**src/rtl/wb_master_bridge.sv**
```systemverilog
// Single-outstanding core request to Wishbone pipelined master bridge.
// Registered response per request; a bus timeout aborts cycles to dead slaves.
module wb_master_bridge #(
    parameter int unsigned ADDR_WIDTH = 32,
    parameter int unsigned DATA_WIDTH = 32,
    parameter int unsigned TIMEOUT    = 255
) (
    input  logic                      clk_i,
    input  logic                      rst_i,

    input  logic                      req_valid_i,
    output logic                      req_ready_o,
    input  logic [ADDR_WIDTH-1:0]     req_addr_i,
    input  logic [DATA_WIDTH-1:0]     req_wdata_i,
    input  logic                      req_we_i,
    input  logic [DATA_WIDTH/8-1:0]   req_sel_i,

    output logic                      rsp_valid_o,
    input  logic                      rsp_ready_i,
    output logic [DATA_WIDTH-1:0]     rsp_rdata_o,
    output logic                      rsp_err_o,

    output logic [ADDR_WIDTH-1:0]     wb_adr_o,
    output logic [DATA_WIDTH-1:0]     wb_dat_o,
    output logic                      wb_we_o,
    output logic [DATA_WIDTH/8-1:0]   wb_sel_o,
    output logic                      wb_stb_o,
    output logic                      wb_cyc_o,
    output logic                      wb_tagn_o,
    input  logic [DATA_WIDTH-1:0]     wb_dat_i,
    input  logic                      wb_ack_i,
    input  logic                      wb_stall_i,
    input  logic                      wb_tagn_i
);

    localparam int unsigned CNT_WIDTH = $clog2(TIMEOUT);

    typedef enum logic [1:0] {
        IDLE = 2'd0,
        REQ  = 2'd1,
        WAIT = 2'd2,
        RESP = 2'd3
    } state_t;

    state_t               state;
    logic [CNT_WIDTH-1:0] tmo_cnt;
    logic                 expired;
    logic                 ack_taken;

    assign expired     = (tmo_cnt == CNT_WIDTH'(TIMEOUT - 1));
    // An ack only counts once the strobe has been (or is being) accepted.
    assign ack_taken   = wb_ack_i && ((state == WAIT) || (state == REQ && !wb_stall_i));
    assign req_ready_o = (state == IDLE);
    assign wb_tagn_o   = 1'b0;

    always_ff @(posedge clk_i or negedge rst_i) begin
        if (!rst_i) begin
            state       <= IDLE;
            tmo_cnt     <= '0;
            rsp_valid_o <= 1'b0;
            rsp_rdata_o <= '0;
            rsp_err_o   <= 1'b0;
            wb_adr_o    <= '0;
            wb_dat_o    <= '0;
            wb_we_o     <= 1'b0;
            wb_sel_o    <= '0;
            wb_stb_o    <= 1'b0;
            wb_cyc_o    <= 1'b0;
        end else begin
            case (state)
                IDLE: begin
                    if (req_valid_i) begin
                        wb_adr_o <= req_addr_i;
                        wb_dat_o <= req_wdata_i;
                        wb_we_o  <= req_we_i;
                        wb_sel_o <= req_sel_i;
                        wb_cyc_o <= 1'b1;
                        wb_stb_o <= 1'b1;
                        tmo_cnt  <= '0;
                        state    <= REQ;
                    end
                end
                REQ, WAIT: begin
                    tmo_cnt <= tmo_cnt + CNT_WIDTH'(1);
                    // Ack beats a simultaneous timeout expiry.
                    if (ack_taken) begin
                        rsp_rdata_o <= (wb_we_o || wb_tagn_i) ? '0 : wb_dat_i;
                        rsp_err_o   <= wb_tagn_i;
                        rsp_valid_o <= 1'b1;
                        wb_cyc_o    <= 1'b0;
                        wb_stb_o    <= 1'b0;
                        state       <= RESP;
                    end else if (expired) begin
                        rsp_rdata_o <= '0;
                        rsp_err_o   <= 1'b1;
                        rsp_valid_o <= 1'b1;
                        wb_cyc_o    <= 1'b0;
                        wb_stb_o    <= 1'b0;
                        state       <= RESP;
                    end else if (state == REQ && !wb_stall_i) begin
                        wb_stb_o <= 1'b0;
                        state    <= WAIT;
                    end
                end
                RESP: begin
                    if (rsp_ready_i) begin
                        rsp_valid_o <= 1'b0;
                        state       <= IDLE;
                    end
                end
                default: state <= IDLE;
            endcase
        end
    end

endmodule

```
**config.mk**
```make
export PLATFORM = sky130hd
export DESIGN_NAME = wb_master_bridge
export DESIGN_NICKNAME = d
export VERILOG_FILES = /design/src/rtl/wb_master_bridge.sv
export SDC_FILE = /design/constraint.sdc
export NUM_CORES = 1
export LEC_CHECK = 0
export ABC_AREA = 1
export CAP_MARGIN = 0
export CORE_MARGIN = 2
export CORE_UTILIZATION = 35
export DETAILED_ROUTE_END_ITERATION = 6
export PLACE_DENSITY = 0.7
export RECOVER_POWER = 25
export SYNTH_ARGS = -nofsm -noshare
export SYNTH_HDL_FRONTEND = slang
export SYNTH_SLANG_ARGS = --single-unit
```
**constraint.sdc**
```tcl
create_clock -name clk_i -period 2.2 [get_ports clk_i]
set_clock_uncertainty 0.2 [all_clocks]
set_input_delay 0.44 -clock clk_i [delete_from_list [all_inputs] [get_ports clk_i]]
set_output_delay 0.44 -clock clk_i [all_outputs]
set_load 0.05 [all_outputs]
```
==> results of run 1 <==
==> synth_stat cells (2+ instances only) <==
| library cell | count |
|---|---|
| a21oi_1 | 5 |
| buf_2 | 10 |
| buf_4 | 2 |
| buf_6 | 4 |
| clkbuf_1 | 2 |
| dfrtp_1 | 115 |
| ha_1 | 7 |
| inv_1 | 18 |
| mux2_2 | 69 |
| nand2_1 | 99 |
| nand2_2 | 2 |
| nand3_1 | 5 |
| nor2_1 | 11 |
| nor2_2 | 2 |
| nor3b_1 | 2 |
| o21ai_0 | 5 |
| o21ai_1 | 30 |
| or2_2 | 2 |
==> state kept, by name, summed over array words and instances (netlist names) <==
| signal | flops |
|---|---|
| rsp_valid_o | 1 |
| wb_cyc_o | 1 |
| wb_we_o | 1 |
| rsp_rdata_o | 32 |
| wb_adr_o | 32 |
| wb_stb_o | 1 |
| state | 2 |
| rsp_err_o | 1 |
| tmo_cnt | 8 |
| wb_dat_o | 32 |
| wb_sel_o | 4 |
==> worst max-delay path by stage <==
| stage | startpoint | endpoint | slack [ps] | cells past startpoint |
|---|---|---|---|---|
| 6_report | state[0]$_DFFE_PN0P_ | req_ready_o | 170 | 3 |
| 3_5_place_dp | wb_tagn_i | rsp_rdata_o[13]$_DFFE_PN0P_ | 120 | 6 |
| 4_1_cts | rsp_rdata_o[31]$_DFFE_PN0P_ | rsp_rdata_o[31] | 1 | 1 |
| 2_1_floorplan | state[0]$_DFFE_PN0P_ | wb_adr_o[10]$_DFFE_PN0P_ | 30 | 6 |
| 3_3_place_gp | wb_tagn_i | rsp_rdata_o[0]$_DFFE_PN0P_ | 150 | 6 |
| 5_1_grt | state[0]$_DFFE_PN0P_ | req_ready_o | 80 | 3 |
==> cells by family (layout without fill, tap and decap cells) <==
group / after synthesis / count (layout)
and+or+nand+nor: 126 / 126
DFF: 115 / 115
muxes: 69 / 69
AOI/OAI and AO/OA: 43 / 43
buffers and inverters: 37 / 274
adders and majority gates: 7 / 7
other: 1 / 1
xor gates and xnor gates: 1 / 1
==> per-stage QoR <==
step           hold WS (ps)  instance area [µm²]  setup WS (ps)  utilization
2_1_floorplan         -55.6                 4680           32.8            -
6_report                282                 7480            167        0.569
3_3_place_gp            188                 7010            155        0.534
4_1_cts                 287                 7480           1.01        0.569
5_1_grt                 307                 7480           80.1        0.569
3_5_place_dp            203                 7010            118        0.534
==> where the power goes <==
group / switching, mW / internal, mW / leakage, nW
logic: 4.43 / 2.03 / 1.82
clock network: 0.878 / 1.72 / 0.283
registers: 0.443 / 3.00 / 1.44
==> layout make-up <==
type	instances	area, µm²
well taps	176	220
repair buffers	225	2130
clock buffers	27	523
fillers	1122	5660
clock inverters	4	45.0
flip-flops and latches	115	2880
inverters	18	67.6
multi-input cells	247	1610
==> worst min-delay path, cell delays in order (launching register included) <==
cell and delay (ps):
dfrtp_1 330, nand2_1 50, o21ai_0 60
==> per-layer routing <==
layer,up-vias,track usage,routed length [µm]
li1,1766,-,-
met1,1803,0.198,4740
met2,151,0.282,5760
met3,20,0.0832,1030
met4,0,0.0713,276
met5,-,0,0
==> what timing repair did <==
item | 4_1_cts | 5_1_grt
setup buffers | 0 | 0
hold buffers | 1 | 0
gates resized for setup | 90 | 4
setup endpoints to repair | 90 | 4
hold endpoints to repair | 27 | 0
==> results by group, run 1 <==
Critical path
  – CP Capture Type: output port
  – Worst flop-to-flop path endpoint: wb_dat_o[7]$_DFFE_PN0P_
  – WS Path Type: register to output port
  – Buffers & Inverters on Critical Path: 2
  – Req. time, crit path: 1560 ps
  – Top Family by Delay on Critical Path: flip-flops
  – Cell Chain, Critical Path: inv_1, ha_1, buf_12
  – Critical-path top delay cell: dfrtp_1
  – Worst Reg2Reg Path Length in Cells: 5
  – CP max FO: 5
  – Max incr delay on CP: 430 ps
  – CP arrival: 1390 ps
  – Reg2reg start: state[0]$_DFFE_PN0P_
  – R2R Setup Slk: 270 ps
  – CP Launch Type: register

Synthesis
  – Cell area after synthesis: 4680 µm²
  – Post-synth top area share: 0.615
  – Post-Syn Nets: 514
  – Sequential area share after synthesis: 0.615
  – Synth Area in Compound Gates: 0.0479
  – Synth Area in XOR/XNOR: 0.00187
  – YS warnings: 0
  – Leading register cell type out of synthesis: dfrtp_1
  – Count of cell types in the netlist: 27
  – Main combinational cell family by area after synthesis: multiplexers
  – Mux cell area share after synthesis: 0.166
  – Post-synthesis cell count: 399
  – Synth Area in Simple Gates: 0.109
  – Yosys top cell by area: dfrtp_1
  – Syn avg cell area: 11.7 µm²
  – FF+latch count, synth: 115
  – Synth top area cells: dfrtp_1 (62%), mux2_2 (17%), nand2_1 (7.9%), o21ai_1 (3.2%), ha_1 (1.9%)
  – Async set-reset flop share out of synthesis: 1.00
  – Area share of fa/ha/maj cells after synthesis: 0.0187
  – Number of synthesized flops with an enable pin: 0

Power
  – Worst VDD drop: 0.985 mV
  – P_leak: 3.54 nW
  – Power, Total: 12.5 mW
  – Pwr Density: 1670 nW/µm²

Global route
  – Largest net degree at the start of global routing: 73
  – Vias in the first global route: 3893
  – Tot GR Track Use: 0.174
  – First-pass GRT wire length: 19300 µm
  – Antenna violations before repair: 0
  – Gr ovfl total: 0

Clocking
  – Root Driver: clkbuf_16
  – CTS Buffer Depth: 2
  – Clock Latency Late Sink: 410 ps
  – Total clock buffers created by CTS: 17
  – Clk pin slew, worst setup/hold paths: 50 ps
  – H-tree Lvls: 4
  – CTS tree: yes
  – CTS Sinks: 115

Floorplan
  – Die ar.: 14300 µm²
  – Ports: 215
  – Starting density of the core: 0.356
  – Rows: 42
  – Die extent in y: 120 µm
  – Chip Width: 120 µm
  – Core ar.: 13100 µm²

Placement
  – DP Cell Count: 780
  – PortBufs: 213
  – Final Wtd Congestion: 0.737
  – Placed wire-length estimate: 8490 µm

Route
  – Pre-Repair DR Iteration Count: 4
  – Vias per std cell: 4.61
  – Wire per inst: 14.5 µm
  – Vias: 3740
  – Detailed router's first-iteration violation count: 217
  – Antenna viol nets, final: 0
  – DRC: 0
  – Total Wirelength: 11800 µm

Finish
  – Layout Nets: 739
  – Layout area overhead: 59.8%
  – Most common cell after layout, fill and taps aside: dfrtp_1
  – Ant diodes: 0
  – Most frequent cells in the layout: dfrtp_1 (115), clkdlybuf4s50_1 (106), nand2_1 (98)
  – Fraction of layout cells with a size suffix above 1: 0.198
  – Final Instance Count excl. Fillers: 812

Outcome
  – Status: finished, final reports clean

Timing
  – Tightest Pin Transition: 805 ps
  – Worst relative slew slack: 0.464
  – Fin. max-slew vios: 0
  – RSZ-0062 raised after global routing: no
  – Final setup TNS: 0 ps
  – Final worst-path cycle share: 0.924
  – Final setup vio count: 0
  – Max Clock Freq: 492 MHz
  – Tmin final: 2030 ps
  – Fin. Hold Viols: 0

Hold path
  – Hold Crit Depth: 2
  – Hold WC Path Type: register to register
  – Hold Crit Start: rsp_rdata_o[31]$_DFFE_PN0P_
  – Hold path endpoint: rsp_rdata_o[31]$_DFFE_PN0P_

Job
  – MaxCap Viol Count: 0
No activity file was read; power rests on OpenSTA's default activity.
==> inputs of run 2 (changes only) <==
Settings changed: CORE_MARGIN 2 to not set.
==> results by group, run 2 (synthesized netlist as in run 1, its figures left out) <==
Outcome
  – Status: finished, final reports clean

Clocking
  – Clk pin slew, worst setup/hold paths: 50 ps (about the same)
  – Total clock buffers created by CTS: 17 (unchanged)
  – H-tree Lvls: 4 (unchanged)
  – CTS Buffer Depth: 2 (unchanged)
  – CTS tree: yes
  – Root Driver: clkbuf_16
  – Clock Latency Late Sink: 400 ps (about the same)
  – CTS Sinks: 115 (unchanged)

Timing
  – RSZ-0062 raised after global routing: no
  – Tightest Pin Transition: 1030 ps (+228 ps)
  – WHS: 275 ps (-6.92 ps)
  – Max Clock Freq: 477 MHz (-3.1%)
  – Fin. Hold Viols: 0 (unchanged)
  – Tmin final: 2100 ps (+64.9 ps)
  – Final setup vio count: 0 (unchanged)
  – Final worst-path cycle share: 0.954 (+0.0295)
  – Worst Slack Setup Final: 102 ps (-64.9 ps)
  – Worst relative slew slack: 0.312 (-0.152)
  – Final setup TNS: 0 ps (unchanged)
  – Fin. max-slew vios: 0 (unchanged)

Critical path
  – Worst flop-to-flop path endpoint: wb_adr_o[16]$_DFFE_PN0P_
  – CP arrival: 1460 ps (+70 ps)
  – Buffers & Inverters on Critical Path: 2 (unchanged)
  – CP Depth: 3 (unchanged)
  – Cell Chain, Critical Path: inv_1, ha_1, buf_12
  – CP Launch Type: register
  – CP Capture Type: output port
  – Req. time, crit path: 1560 ps (about the same)
  – Max incr delay on CP: 420 ps (about the same)
  – Worst Reg2Reg Path Length in Cells: 5 (unchanged)
  – R2R Setup Slk: 250 ps (-20 ps)
  – Top Family by Delay on Critical Path: flip-flops
  – WS Path Type: register to output port
  – Critical-path top delay cell: dfrtp_1
  – Reg2reg start: state[0]$_DFFE_PN0P_
  – CP max FO: 4 (-1)

Finish
  – Most frequent cells in the layout: dfrtp_1 (115), clkdlybuf4s50_1 (106), nand2_1 (98)
  – Layout area overhead: 59.8% (about the same)
  – Layout Nets: 736 (-0.41%)
  – Fraction of layout cells with a size suffix above 1: 0.199 (+0.000939)
  – Most common cell after layout, fill and taps aside: dfrtp_1
  – Ant diodes: 0 (unchanged)
  – Reg area: 2880 µm² (unchanged)
  – Fillers: 1116 (-0.53%)
  – Area occupied by multi-input gates: 1610 µm² (unchanged)
  – Post-route cell area: 7480 µm² (about the same)
  – Biggest regs: rsp_rdata_o (32), wb_adr_o (32), wb_dat_o (32)

Global route
  – First-pass GRT wire length: 19800 µm (+2.6%)
  – Antenna violations before repair: 0 (unchanged)
  – Gr ovfl total: 0 (unchanged)
  – Vias in the first global route: 3964 (+1.8%)
  – Largest net degree at the start of global routing: 116 (+59%)
  – Tot GR Track Use: 0.182 (+0.00770)

Hold path
  – Hold WC Path Type: register to register
  – Hold Crit Depth: 2 (unchanged)
  – Hold Crit Start: wb_stb_o$_DFFE_PN0P_
  – Hold path endpoint: wb_stb_o$_DFFE_PN0P_

Route
  – Vias: 3714 (-0.70%)
  – Vias per std cell: 4.61 (+0.17%)
  – DRC: 0 (unchanged)
  – Pre-Repair DR Iteration Count: 4 (unchanged)
  – Antenna viol nets, final: 0 (unchanged)
  – Wire per inst: 14.6 µm (+0.37%)
  – Detailed router's first-iteration violation count: 246 (+13%)
  – Total Wirelength: 11700 µm (-0.49%)

Floorplan
  – Chip Width: 118 µm (-1.7%)
  – Core ar.: 12800 µm² (-2.4%)
  – Starting density of the core: 0.365 (+0.00869)
  – Rows: 41 (-2.4%)
  – Die ar.: 13800 µm² (-3.3%)
  – Die extent in y: 118 µm (-1.7%)
  – Ports: 215 (unchanged)

Job
  – MaxCap Viol Count: 0 (unchanged)

Power
  – Power, Total: 12.6 mW (+0.83%)
  – P_leak: 3.59 nW (+1.5%)
  – NetSw: 5.78 mW (+0.45%)
  – Int Power: 6.83 mW (+1.2%)
  – Combinational Power Share: 0.520 (+0.003)
  – Clk pwr share: 0.207 (about the same)
  – Reg power frac: 0.273 (-0.003)
  – Worst VDD drop: 1.01 mV (+2.5%)
  – Net Sw Frac: 0.458 (-0.00174)
  – Pwr Density: 1690 nW/µm² (+0.81%)

Placement
  – Placed wire-length estimate: 8410 µm (-1.0%)
  – Pre-CTS setup slack: 80.6 ps (-37.0 ps)
  – Final Wtd Congestion: 0.829 (+13%)
  – Placed cell area: 6990 µm² (-0.32%)
  – PortBufs: 213 (unchanged)
==> run 2: changes by cell type in the layout (fill, tap and decap cells not counted), sizes merged <==
cell	delta
dlygate4sd2	-9
dlymetal6s2s	+6
clkbuf	-3
buf	+2
bufinv	+1
==> run 2: how the worst max path moves through the flow <==
stage	from	end	slack, ps
4_1_cts	wb_dat_o[22]$_DFFE_PN0P_	wb_dat_o[22]	0.2
3_5_place_dp	wb_stall_i	rsp_rdata_o[3]$_DFFE_PN0P_	80
6_report	state[1]$_DFFE_PN0P_	req_ready_o	100
5_1_grt	state[1]$_DFFE_PN0P_	req_ready_o	20
3_3_place_gp	wb_stall_i	rsp_rdata_o[31]$_DFFE_PN0P_	160
2_1_floorplan	state[0]$_DFFE_PN0P_	wb_adr_o[10]$_DFFE_PN0P_	30
==> run 2: metal layers <==
| layer | share of wire | up-vias | track usage |
|---|---|---|---|
| met5 | 0 | - | 0 |
| met4 | 0.022 | 0 | 0.0809 |
| met3 | 0.076 | 18 | 0.0688 |
| met2 | 0.51 | 152 | 0.304 |
| met1 | 0.40 | 1783 | 0.206 |
| li1 | - | 1761 | - |
==> run 2: power by group through the flow <==
stage          clock network (mW)  logic, mW  registers (mW)
3_5_place_dp                    0       7.03            3.50
4_1_cts                      2.69       6.62            3.45
5_1_grt                      2.78       6.89            3.56
6_report                     2.61       6.56            3.44
3_3_place_gp                    0       6.94            3.45
2_1_floorplan                   0       1.72            6.38
==> run 2: final cells by class <==
cell class,instances,share of cell area
inverters,18,0.00904
well taps,172,0.0288
clock buffers,26,0.0654
flip-flops and latches,115,0.385
repair buffers,222,0.286
multi-input cells,247,0.216
clock inverters,5,0.0100
==> run 2: repair_timing <==
action / 4_1_cts / 5_1_grt
endpoints found under the hold margin: 115 / 0
endpoints found under the setup margin: 81 / 10
hold buffers: 1 / 0
buffers inserted: 0 / 0
gates resized for setup: 81 / 10
==> run 2: stage by stage <==
step	std cells	util
after floorplan	399	-
after global placement	773	0.545
after detailed placement	773	0.545
after CTS	805	0.582
after global routing	805	0.583
final	805	0.583
==> run 2: worst reg2reg max path: stages, from the launching register on <==
cell     delay [ps]
dfrtp_1         420
inv_1            90
ha_1            310
nand2_2         140
buf_12          260
mux2_2          420
==> inputs of run 3 (changes only) <==
Settings changed: GPL_TIMING_DRIVEN set to 0, RECOVER_POWER 25 to not set.
==> results by group, run 3 (synthesized netlist as in run 1, its figures left out) <==
Finish
  – Biggest regs: rsp_rdata_o (32), wb_adr_o (32), wb_dat_o (32)
  – Layout Nets: 748 (+1.6%)
  – Most frequent cells in the layout: dfrtp_1 (115), clkdlybuf4s50_1 (106), dlygate4sd2_1 (102)
  – Fraction of layout cells with a size suffix above 1: 0.193 (-0.00651)
  – Ant diodes: 0 (unchanged)
  – Final Instance Count excl. Fillers: 816 (+1.4%)
  – Most common cell after layout, fill and taps aside: dfrtp_1
  – Fillers: 1131 (+1.3%)
  – Layout area overhead: 60.8%

Route
  – DRC: 0 (unchanged)
  – Wire per inst: 14.4 µm (-1.5%)
  – Vias per std cell: 4.57 (-1.0%)
  – Detailed router's first-iteration violation count: 170 (-31%)
  – Total Wirelength: 11700 µm (-0.19%)
  – Vias: 3726 (+0.32%)
  – Antenna viol nets, final: 0 (unchanged)
  – Pre-Repair DR Iteration Count: 4 (unchanged)

Floorplan
  – Core ar.: 12800 µm² (unchanged)
  – Die extent in y: 118 µm (unchanged)
  – Rows: 41 (unchanged)
  – Chip Width: 118 µm (unchanged)
  – Ports: 215 (unchanged)
  – Starting density of the core: 0.365 (unchanged)
  – Die ar.: 13800 µm² (unchanged)

Global route
  – Tot GR Track Use: 0.182 (+0.000576)
  – Vias in the first global route: 3990 (+0.66%)
  – Gr ovfl total: 0 (unchanged)
  – Antenna violations before repair: 0 (unchanged)
  – Largest net degree at the start of global routing: 66 (-43%)
  – First-pass GRT wire length: 19700 µm (-0.84%)

Power
  – Net Sw Frac: 0.459 (+0.000952)
  – Clk pwr share: 0.210 (+0.003)
  – Pwr Density: 1660 nW/µm² (-1.4%)
  – NetSw: 5.74 mW (-0.64%)
  – P_leak: 3.56 nW (-0.89%)
  – Worst VDD drop: 0.919 mV (-8.9%)
  – Reg power frac: 0.274 (about the same)
  – Combinational Power Share: 0.515 (-0.005)
  – Int Power: 6.76 mW (-1.0%)

Clocking
  – Clock Latency Late Sink: 410 ps (about the same)
  – Total clock buffers created by CTS: 17 (unchanged)
  – CTS Sinks: 115 (unchanged)
  – H-tree Lvls: 4 (unchanged)
  – Setup bufs post-CTS: 0 (unchanged)
  – Clk pin slew, worst setup/hold paths: 50 ps (about the same)
  – CTS Buffer Depth: 2 (unchanged)
  – CTS tree: yes
  – Root Driver: clkbuf_16

Timing
  – Final worst-path cycle share: 0.959 (+0.00560)
  – Final setup vio count: 0 (unchanged)
  – WHS: 269 ps (-6.12 ps)
  – RSZ-0062 raised after global routing: no
  – Fin. max-slew vios: 0 (unchanged)
  – Tmin final: 2110 ps (+12.3 ps)
  – Worst relative slew slack: 0.635 (+0.323)
  – Fin. Hold Viols: 0 (unchanged)
  – Max Clock Freq: 474 MHz (-0.58%)
  – Tightest Pin Transition: 550 ps (-482 ps)

Critical path
  – WS Path Type: register to output port
  – CP arrival: 1470 ps (about the same)
  – Top Family by Delay on Critical Path: flip-flops
  – CP max FO: 5 (+1)
  – Buffers & Inverters on Critical Path: 2 (unchanged)
  – Critical-path top delay cell: dfrtp_1
  – Max incr delay on CP: 430 ps (about the same)
  – CP Capture Type: output port
  – Req. time, crit path: 1560 ps (about the same)
  – Cell Chain, Critical Path: inv_1, ha_1, clkbuf_4
  – CP Launch Type: register

Placement
  – Placed wire-length estimate: 8810 µm (+4.8%)
  – Final Wtd Congestion: 0.776 (-6.4%)
  – DP Cell Count: 785 (+1.6%)
  – PortBufs: 213 (unchanged)

Hold path
  – Hold WC Path Type: register to register

Job
  – MaxCap Viol Count: 0 (unchanged)

Outcome
  – Status: finished, final reports clean
==> run 3: changes by cell type in the layout (fill, tap and decap cells not counted), sizes merged <==
cell | previous run | this run
clkbuf | 27 | 30
dlymetal6s2s | 10 | 3
clkinv | 3 | 1
clkinvlp | 0 | 1
buf | 23 | 18
dlygate4sd2 | 81 | 102
==> run 3: final cells by class <==
class                   count  area [µm²]  share of cell area
clock inverters             4        72.6             0.00965
inverters                  18        67.6             0.00898
repair buffers            215        2050               0.272
plain buffers              19         128              0.0170
well taps                 172         215              0.0286
clock buffers              26         499              0.0664
multi-input cells         247        1610               0.214
flip-flops and latches    115        2880               0.383
==> run 3: metrics by stage <==
| stage | power (mW) | instance area (µm²) | TNS, ps | util | setup WS (ps) |
|---|---|---|---|---|---|
| after floorplan | 8.10 | 4680 | 0 | - | 32.8 |
| after global placement | 10.4 | 7030 | -453110 | 0.548 | -3930 |
| after detailed placement | 10.5 | 7050 | -3520 | 0.550 | -156 |
| after CTS | 12.7 | 7510 | 0 | 0.585 | 0.437 |
| after global routing | 13.2 | 7520 | 0 | 0.586 | 0.844 |
| final | 12.5 | 7520 | 0 | 0.586 | 89.5 |
==> run 3: final timing paths <==
check | from | end | slack (ps) | cells past startpoint
worst max-delay path | state[0]$_DFFE_PN0P_ | req_ready_o | 90 | 3
worst min-delay path | wb_stb_o$_DFFE_PN0P_ | wb_stb_o$_DFFE_PN0P_ | 270 | 2
worst max register to register | state[0]$_DFFE_PN0P_ | wb_adr_o[1]$_DFFE_PN0P_ | 160 | 6
worst min register to register | wb_stb_o$_DFFE_PN0P_ | wb_stb_o$_DFFE_PN0P_ | 270 | 2
max in group asynchronous | rst_i | wb_adr_o[11]$_DFFE_PN0P_ | 770 | 3
min in group asynchronous | rst_i | rsp_rdata_o[5]$_DFFE_PN0P_ | 350 | 2
==> run 3: tightest hold or removal path, stage by stage, from the launching register on <==
cell and delay [ps]:
dfrtp_1 330, nand2_1 60, nand2_1 50
==> run 3: power groups by stage <==
stage	logic (mW)	registers [mW]	clock network, mW
finish	6.44	3.43	2.63
global route	6.81	3.56	2.81
CTS	6.50	3.44	2.71
detailed placement	7.04	3.49	0
global placement	6.95	3.45	0
floorplan	1.72	6.38	0
==> run 3: routing by layer <==
layer	up-vias	GRT usage	share of wire
met5	-	0	0
met2	151	0.306	0.49
met3	20	0.0732	0.082
li1	1783	-	-
met4	0	0.0865	0.022
met1	1772	0.202	0.41
==> run 3: timing repair <==
action / in CTS / in global routing
hold buffers: 1 / 0
hold endpoints to repair: 50 / 0
endpoints found under the setup margin: 113 / 34
gates resized for setup: 108 / 9
